`config.mk`:
```
export PLATFORM = sky130hd
export DESIGN_NAME = addr_shift_tx
export DESIGN_NICKNAME = d
export VERILOG_FILES = /design/src/rtl/sys_pkg.sv /design/src/rtl/addr_shift_tx.sv
export SDC_FILE = /design/constraint.sdc
export NUM_CORES = 1
export LEC_CHECK = 0
export ABC_AREA = 1
export CELL_PAD_IN_SITES_DETAIL_PLACEMENT = 0
export CELL_PAD_IN_SITES_GLOBAL_PLACEMENT = 1
export CORE_MARGIN = 8
export CORE_UTILIZATION = 35
export DETAILED_ROUTE_END_ITERATION = 6
export PLACE_DENSITY = 0.83
export SLEW_MARGIN = 20
export SYNTH_ARGS = -nofsm -noshare
export SYNTH_HDL_FRONTEND = slang
export SYNTH_SLANG_ARGS = --single-unit
```
`constraint.sdc`:
```
create_clock -name clk -period 1.4 [get_ports clk]
set_input_delay 0.14 -clock clk [delete_from_list [all_inputs] [get_ports clk]]
set_output_delay 0.14 -clock clk [all_outputs]
set_load 0.02 [all_outputs]
```
`src/rtl/sys_pkg.sv`:
```
// Shared SRAM address width and the address serializer FSM state encoding.
package sys_pkg;

  localparam int unsigned SRAM_ADDR_WIDTH = 21;

  typedef enum logic [2:0] {
    IDLE     = 3'd0,
    SHIFT_LO = 3'd1,
    SHIFT_HI = 3'd2,
    INC_LO   = 3'd3,
    INC_HI   = 3'd4,
    FINISH   = 3'd5
  } state_t;

endpackage

```
`src/rtl/addr_shift_tx.sv`:
```
// Serializes a parallel SRAM address MSB-first into an external shift register
// at clk/2, or pulses the external address counter once.
module addr_shift_tx
  import sys_pkg::*;
#(
  parameter int unsigned ADDR_WIDTH = SRAM_ADDR_WIDTH
) (
  input  logic                  clk,
  input  logic                  reset_n,
  input  logic                  start,
  input  logic [ADDR_WIDTH-1:0] addr,
  input  logic                  incr,
  output logic                  busy,
  output logic                  done,
  output logic                  si,
  output logic                  sreg_en_n,
  output logic                  sreg_clk,
  output logic                  counter_n
);

  localparam int unsigned      CNT_W    = (ADDR_WIDTH > 1) ? $clog2(ADDR_WIDTH) : 1;
  localparam logic [CNT_W-1:0] LAST_BIT = CNT_W'(ADDR_WIDTH - 1);

  state_t                state_q, state_d;
  logic [ADDR_WIDTH-1:0] sreg_q, sreg_d;
  logic [CNT_W-1:0]      cnt_q, cnt_d;

  logic busy_q, busy_d;
  logic done_q, done_d;
  logic si_q, si_d;
  logic sreg_en_n_q, sreg_en_n_d;
  logic sreg_clk_q, sreg_clk_d;
  logic counter_n_q, counter_n_d;

  // State, datapath and output registers
  always_ff @(posedge clk or negedge reset_n) begin
    if (!reset_n) begin
      state_q     <= IDLE;
      sreg_q      <= '0;
      cnt_q       <= '0;
      busy_q      <= 1'b0;
      done_q      <= 1'b0;
      si_q        <= 1'b0;
      sreg_en_n_q <= 1'b1;
      sreg_clk_q  <= 1'b0;
      counter_n_q <= 1'b1;
    end else begin
      state_q     <= state_d;
      sreg_q      <= sreg_d;
      cnt_q       <= cnt_d;
      busy_q      <= busy_d;
      done_q      <= done_d;
      si_q        <= si_d;
      sreg_en_n_q <= sreg_en_n_d;
      sreg_clk_q  <= sreg_clk_d;
      counter_n_q <= counter_n_d;
    end
  end

  // Next-state and datapath; start/incr only matter in IDLE, start has priority
  always_comb begin
    state_d = state_q;
    sreg_d  = sreg_q;
    cnt_d   = cnt_q;
    case (state_q)
      IDLE: begin
        if (start) begin
          state_d = SHIFT_LO;
          sreg_d  = addr;
          cnt_d   = '0;
        end else if (incr) begin
          state_d = INC_LO;
        end
      end
      SHIFT_LO: state_d = SHIFT_HI;
      SHIFT_HI: begin
        sreg_d  = sreg_q << 1;
        cnt_d   = cnt_q + CNT_W'(1);
        state_d = (cnt_q == LAST_BIT) ? FINISH : SHIFT_LO;
      end
      INC_LO:   state_d = INC_HI;
      INC_HI:   state_d = FINISH;
      FINISH:   state_d = IDLE;
      default:  state_d = IDLE;
    endcase
  end

  // Outputs decoded from the upcoming state so the registers line up with it
  always_comb begin
    busy_d      = 1'b1;
    done_d      = 1'b0;
    si_d        = 1'b0;
    sreg_en_n_d = 1'b1;
    sreg_clk_d  = 1'b0;
    counter_n_d = 1'b1;
    case (state_d)
      IDLE: busy_d = 1'b0;
      SHIFT_LO: begin
        sreg_en_n_d = 1'b0;
        si_d        = sreg_d[ADDR_WIDTH-1];
      end
      SHIFT_HI: begin
        sreg_en_n_d = 1'b0;
        sreg_clk_d  = 1'b1;
        si_d        = si_q;
      end
      INC_LO: counter_n_d = 1'b0;
      INC_HI: begin
        counter_n_d = 1'b0;
        sreg_clk_d  = 1'b1;
      end
      FINISH:  done_d = 1'b1;
      default: busy_d = 1'b0;
    endcase
  end

  assign busy      = busy_q;
  assign done      = done_q;
  assign si        = si_q;
  assign sreg_en_n = sreg_en_n_q;
  assign sreg_clk  = sreg_clk_q;
  assign counter_n = counter_n_q;

endmodule

```
; ---- Word level (Yosys, flattened, before mapping)
; Index checks and enable logic that the tools add are counted.
; Widths: inputs -> output; s select.
[totals]
wordCells = 43
output_inout_bits = 6
inputBits = 25
reg_bits = 35
[classes]
muxes = 14
n_reduce_logical = 7
n_eq_ne = 11
add_sub_neg = 1
[op_table]
columns = operator, count
row1 = $pmux 21 s2, 1
row2 = $mux 21, 1
row3 = $pmux 3 s5, 1
row4 = $eq 3x2->1 const B, 4
row5 = $pmux 5 s2, 1
row6 = $eq 3x3->1 const B, 3
row7 = $mux 3, 3
row8 = $eq 3x1->1 const B, 2
row9 = $reduce_or 2->1, 3
row10 = $add 5x1->5 const B, 1
row11 = $eq 5x5->1 const B, 1
row12 = $mux 1, 5
row13 = $mux 5, 1
row14 = $reduce_or 5->1, 1
row15 = $logic_not 3->1, 1
row16 = $ne 2x2->1 const B, 1
row17 = $pmux 1 s2, 1
row18 = $reduce_and 2->1, 1
row19 = $reduce_bool 2->1, 1

; ---- Depth between registers and ports, before layout
; Gate-level depths: netlist of the first run.
[logic_depth]
ltp_word = 6
ltp_mapped = 9

; ---- Worst setup path after synthesis of the first run
; No wires, ideal clock.
[synth_path]
kind = reg-to-reg
startpoint = register state_q[1]
endpoint = register cnt_q[0]
path_stages_with_launch = 9
period_less_slack_ps = 1188
t_required_ps = 1279
arrival_time_ps = 1067
setup_slack_ps = 212
cell_sequence = dfrtp_1 > buf_6 > nor2_4 > inv_2 > nor2_4 > nor2_4 > buf_6 > nand2_1 > o21ai_2
[synth_via]
elab_chain_cells = 3
[synth_lines]
columns = element, line_no
row1 = from (decl), addr_shift_tx.sv:24  ; state_t state_q, state_d;
row2 = from (signal assigned), addr_shift_tx.sv:48  ; state_q <= state_d;
row3 = $eq 3x2->1 or $logic_not 3->1 (tied branches), addr_shift_tx.sv:65  ; case (state_q)
row4 = $reduce_bool 2->1 (no line) or $ne 2x2->1 (tied branches), n/a
row5 = $reduce_and 2->1 (no line), n/a
row6 = to (signal assigned), addr_shift_tx.sv:50  ; cnt_q <= cnt_d;
row7 = to (decl), addr_shift_tx.sv:26  ; logic [CNT_W-1:0] cnt_q, cnt_d;
; Parallel ways exist; a longest one is shown, timed or not.
; A chain may end at the register's enable or synchronous reset.

; ---- Worst setup path after layout of the first run
[layout_path]
startpoint = register done_q, in the netlist done
endpoint = output done
[layout_rtl]
columns = element, line_no
row1 = from (decl), addr_shift_tx.sv:29  ; logic done_q, done_d;
row2 = from (signal assigned), addr_shift_tx.sv:52  ; done_q <= done_d;
row3 = to (decl), addr_shift_tx.sv:14  ; output logic done,
; No word-level cell between the ends.

==> results of run 1 <==
## worst paths after layout
path	start	to	slack, ps	depth (start not counted)
setup / recovery	done	done	60	1
hold / removal	reset_n	sreg_q[7]	230	2
setup reg to reg	state_q[0]	sreg_q[12]	120	7
hold reg to reg	sreg_q[6]	sreg_q[6]	480	2
max in group asynchronous	reset_n	sreg_en_n	920	2
min in group clk	addr[17]	sreg_q[17]	420	3
## what timing repair did
action	CTS	global route
setup endpoints to repair	2	22
cloned	0	0
resized for setup	2	4
## Yosys cell counts (3+ instances only)
cell type   n  share of area [%]
dfrtp_1    33                 50
o21ai_0     3               0.90
inv_1      12                2.7
nand2_2     4                1.5
inv_2       4               0.90
nand2_1    81                 18
a21oi_1     5                1.5
nor2_4      4                2.7
nor2_1      9                2.0
buf_6       4                2.7
nand3_1    23                6.9
## cell families (layout without fill, tap and decap cells)
logic type	count (synthesis)	in the layout	synth area share, %
adders and majority gates	2	2	1.51
buffers and inverters	23	63	7.53
AOI/OAI and AO/OA	14	14	4.90
DFF	35	35	52.9
and+or+nand+nor	125	125	33.2
## through the flow
| stage | cells | hold WS [ps] |
|---|---|---|
| 6_report | 293 | 227 |
| 5_1_grt | 293 | 225 |
| 4_1_cts | 293 | 227 |
| 3_5_place_dp | 286 | 470 |
| 3_3_place_gp | 286 | 457 |
| 2_1_floorplan | 199 | -156 |
## final cells by class
type                            count  area [um2]  area share, %
Timing Repair Buffer               40         394           18.2
Inverter                           16        60.1           2.78
Clock buffer                        6        72.6           3.36
Sequential cell                    35         880           40.7
Tap cell                           54        67.6           3.13
Clock inverter                      1        30.0           1.39
Multi-Input combinational cell    141         657           30.4
## placed cells by master, fill, tap and decap left out
cell type,instances
nand3_2,1
dlymetal6s2s_1,2
dfrtp_1,32
dlygate4sd2_1,2
nor3_1,1
dfrtp_2,1
o21ai_0,3
o211ai_1,1
o21ai_1,2
clkdlybuf4s50_1,26
nand2_1,81
buf_6,1
o21ai_2,1
buf_4,8
inv_1,12
buf_12,1
nand2_2,4
o21bai_1,1
nor2_4,4
nor4_1,1
nor2_1,9
dfstp_2,2
clkbuf_1,1
inv_2,4
ha_1,2
a21oi_1,5
nor2_2,1
nand3_1,23
bufinv_16,1
clkbuf_8,5
o31ai_1,1
## routing by layer
| layer | vias to the layer above | part of all wire (%) | wire length (um) | GRT usage [%] |
|---|---|---|---|---|
| met4 | 0 | 0.59 | 21 | 2.91 |
| li1 | 700 | - | - | - |
| met2 | 27 | 46 | 1640 | 16.7 |
| met5 | - | 0 | 0 | 0 |
| met3 | 3 | 5.9 | 211 | 3.76 |
| met1 | 598 | 47 | 1690 | 13.0 |
## power by group
| part | internal, mW | switching [mW] |
|---|---|---|
| registers | 1.49 | 0.275 |
| logic | 0.764 | 1.09 |
| clock network | 0.522 | 0.350 |
| total | 2.78 | 1.71 |
==> impl_metrics.toml, run 1 <==
[outcome]
outcome = "finished clean"

[final_layout]
finalInstanceArea_mm2 = 0.00216
fillers = 465
regMostFlops = "sreg_q"
final_nets = 266
largest_reg_flops = 21
utilization_pct = 46.4
largestRegisters = "sreg_q (21), cnt_q (5), state_q (3)"
areaGrowthSynthToFinish_pct = 30.1
drive_above_1_share_pct = 14.2
antennaDiodeCount = 0

[global_routing]
grt_max_degree = 36
grt_usage_pct = 10.5
grt_pass1_vias = 1386
grt_pass1_wl_um = 6180
antenna_found_initial = 0
grt-ovfl-total = 0

[sta]
fin_skew_ps = 5.52
timing.fmax_mhz = 745
layout_setup_ws_ps = 57.0
relSlewSlack_pct = 76.8
post-route-min-period_ps = 1340
setup_violations = 0
setup-tns-final_ps = 0
slew_violations = 0
rsz0062_at_grt = "no"
finalHoldViolCount = 0
worst_slew_pin_slew_ps = 345
post-route-period-util_pct = 95.9

[die]
coreArea_mm2 = 0.00466
die_h_um = 84.9
rows = 25
die_area_mm2 = 0.00720
initial_core_util_pct = 35.6
die_w_um = 84.9
pin_count = 31

[clock_network]
clk_latency_ps = 280
clockRootBuffer = "clkbuf_8"
path_clk_slew_ps = 70
ctsHtreeMaxLevel = 2
hold_buffers = 0
numClockSinks = 35
post_cts_buffers = 0
numCtsBuffers = 5
cts_tree = "built"
clockBufferDepth = 2

[logic_synthesis]
synth_nets = 226
synth_cells = 199
yosys_warnings = 0
syn_area_per_cell_um2 = 8.34
ys_seq_area_share_pct = 52.9
synth_edf_count = 0
synth-seq-cells = 35
synth-main-ff-cell = "dfrtp_1"
syn_area_mm2 = 0.00166
ys_async_sr_fraction_pct = 100
synth_cell_types = 24

[power_and_ir_drop]
ir_drop_mv = 0.942
p_leak_nw = 1.04
p_total_mw = 4.49
powerDensity_mw_per_mm2 = 2080

[critical_path]
critPathBufInv = 1
end_kind = "output port"
arrival_ps = 1200
start_kind = "flop"
critPathTopFamily = "buffers and inverters"
crit_required_ps = 1260
critPathSlowestCell = "clkdlybuf4s50_1"
crit_path_max_fanout = 1
slowest_delay_ps = 600
criticalPathCategory = "reg2out"
path_cells = "clkdlybuf4s50_1"

[drt]
wirelength_um = 3560
dr.pass1.iters = 4
ant_nets = 0
vias = 1328
drcViolationCount = 0
wire_per_inst_um = 12.1
drt_first_iter_violations = 78
viasPerCell = 4.53

[placed_design]
pre_cts_ws_ps = -8.63
gp_congestion = 0.805
place_area_mm2 = 0.00205
place_hpwl_um = 2500
portBuffers = 30

[worst_hold_path]
hp-class = "in2async"

[job]
max_cap_violations = 0
Note: power is estimated with default switching activity, not from simulation.
==> run 2, diff against run 1 <==
--- a/config.mk
+++ b/config.mk
@@ -6,8 +6,10 @@
 export NUM_CORES = 1
 export LEC_CHECK = 0
 export ABC_AREA = 1
+export CAP_MARGIN = 20
 export CELL_PAD_IN_SITES_DETAIL_PLACEMENT = 0
 export CELL_PAD_IN_SITES_GLOBAL_PLACEMENT = 1
+export CORE_ASPECT_RATIO = 0.5
 export CORE_MARGIN = 8
 export CORE_UTILIZATION = 35
 export DETAILED_ROUTE_END_ITERATION = 6
==> run 2 against run 1 <==
Sequential share of layout area decreased by 1.2 points. Worst setup slack lost 0.51 ps. Clock power is 7.2% higher. Critical endpoint is now sreg_clk. Largest power group unchanged.
==> impl_metrics.toml, run 2 (synthesized netlist as in run 1, its figures left out) <==
[final_layout]
largest_reg_flops = 21
largestRegisters = "sreg_q (21), cnt_q (5), state_q (3)"
regMostFlops = "sreg_q"
layout_commonest_cell = "nand2_1"
final_cell_mix = "nand2_1 (80), dfrtp_1 (30), clkdlybuf4s50_1 (26)"
antennaDiodeCount = 0
fillers = 415
drive_above_1_share_pct = 18.1
areaGrowthSynthToFinish_pct = 34.4
final_nets = 269
multi_input_area_um2 = 672
seq_area_um2 = 882

[clock_network]
numCtsBuffers = 5
clockRootBuffer = "clkbuf_8"
clk_latency_ps = 280
clockBufferDepth = 2
numClockSinks = 35
cts_tree = "built"
hold_buffers = 0
path_clk_slew_ps = 70
ctsHtreeMaxLevel = 2

[sta]
post-route-min-period_ps = 1340
fin_skew_ps = 7.40
setup-tns-final_ps = 0
post-route-period-util_pct = 96.0
fin_hold_ws_ps = 225
rsz0062_at_grt = "no"
timing.fmax_mhz = 744
relSlewSlack_pct = 80.4
setup_violations = 0
worst_slew_pin_slew_ps = 292
slew_violations = 0
finalHoldViolCount = 0

[drt]
drt_first_iter_violations = 39
drcViolationCount = 0
vias = 1353
viasPerCell = 4.38
ant_nets = 0
dr.pass1.iters = 4
wire_per_inst_um = 11.5
wirelength_um = 3560

[placed_design]
portBuffers = 30
place_hpwl_um = 2660
gp_congestion = 0.787

[global_routing]
busiest_layer = "met2"
grt.met3_usage_pct = 3.05
antenna_found_initial = 0
grt_usage_pct = 10.5
grt_use_met2_pct = 17.8
grt_max_degree = 36
grt_pass1_wl_um = 6200
grt-ovfl-total = 0
grt_pass1_vias = 1400
grt_use_met1_pct = 12.3

[critical_path]
r2r_end = "sreg_q[15]"
critPathSlowestCell = "clkdlybuf4s50_1"
path_cells = "clkdlybuf4s50_1"
cp.depth = 1
crit_required_ps = 1260
crit_path_start = "sreg_clk"
crit_path_max_fanout = 1
r2r_cells = 7
slowest_delay_ps = 600
criticalPathCategory = "reg2out"
start_kind = "flop"
r2r_slack_ps = 80
critPathBufInv = 1
end_kind = "output port"
critPathTopFamily = "buffers and inverters"
arrival_ps = 1200
worstReg2RegStart = "state_q[2]"

[die]
coreArea_mm2 = 0.00449
die_h_um = 64.7
die_w_um = 113
initial_core_util_pct = 37.0
rows = 17
die_area_mm2 = 0.00734
pin_count = 31

[power_and_ir_drop]
comb_power_share_pct = 41.9
pwr-share-seq_pct = 38.0
powerDensity_mw_per_mm2 = 2090
clkPwrFrac_pct = 20.0
p_total_mw = 4.66
netSwitchingPower_mw = 1.76
p_leak_nw = 1.06
ir_drop_mv = 0.772
swShare_pct = 37.8
p_int_mw = 2.90

[worst_hold_path]
hp-class = "in2async"

[job]
max_cap_violations = 0

[outcome]
outcome = "finished clean"
run 2: cell count changes in the layout (fill, tap and decap cells not counted), sizes merged:
cell	change
buf	+3
clkinv	+1
run 2: power groups by stage:
stage	logic [mW]	registers (mW)	clock network [mW]
floorplan	1.29	1.81	0
finish	1.96	1.77	0.935
detailed placement	1.89	1.79	0
global route	2.23	1.83	0.996
CTS	1.88	1.77	0.965
global placement	1.83	1.78	0
run 2: cell type report:
type                    instances  share of cell area (%)
flip-flops and latches         35                    39.5
multi-input cells             141                    30.1
repair buffers                 43                    18.7
clock buffers                   6                    3.70
well taps                      66                    3.70
inverters                      16                    2.69
clock inverters                 2                    1.57
run 2: worst max path at each step:
stage,to,slack [ps]
detailed placement,sreg_q[13],-40
CTS,si,9
global placement,sreg_q[19],-6
global route,sreg_q[13],2
finish,sreg_clk,60
floorplan,cnt_q[0],210
run 2: routing by layer:
| layer | vias to the layer above | wire [um] |
|---|---|---|
| met5 | - | 0 |
| met3 | 4 | 95 |
| met2 | 21 | 1730 |
| li1 | 710 | - |
| met4 | 0 | 59 |
| met1 | 618 | 1680 |
run 2: timing repair:
action | 4_1_cts | 5_1_grt
buffers inserted | 0 | 3
pin swaps | 0 | 2
resized for setup | 2 | 10
endpoints found under the hold margin | 0 | 0
endpoints found under the setup margin | 2 | 14
run 2: per-stage QoR:
| step | setup slack (ps) | cell area (um2) | util [%] | instances |
|---|---|---|---|---|
| 2_1_floorplan | 212 | 1660 | - | 199 |
| 3_3_place_gp | -5.53 | 2070 | 46.0 | 298 |
| 3_5_place_dp | -39.7 | 2070 | 46.0 | 298 |
| 4_1_cts | 8.84 | 2180 | 48.6 | 306 |
| 5_1_grt | 2.09 | 2230 | 49.7 | 309 |
| 6_report | 56.5 | 2230 | 49.7 | 309 |
==> run 3, diff against run 2 <==
--- a/config.mk
+++ b/config.mk
@@ -13,6 +13,7 @@
 export CORE_MARGIN = 8
 export CORE_UTILIZATION = 35
 export DETAILED_ROUTE_END_ITERATION = 6
+export HOLD_SLACK_MARGIN = 0.1
 export PLACE_DENSITY = 0.83
 export SLEW_MARGIN = 20
 export SYNTH_ARGS = -nofsm -noshare
==> results of run 3 <==
The final DEF is identical to that of run 2; final timing and power are the same.
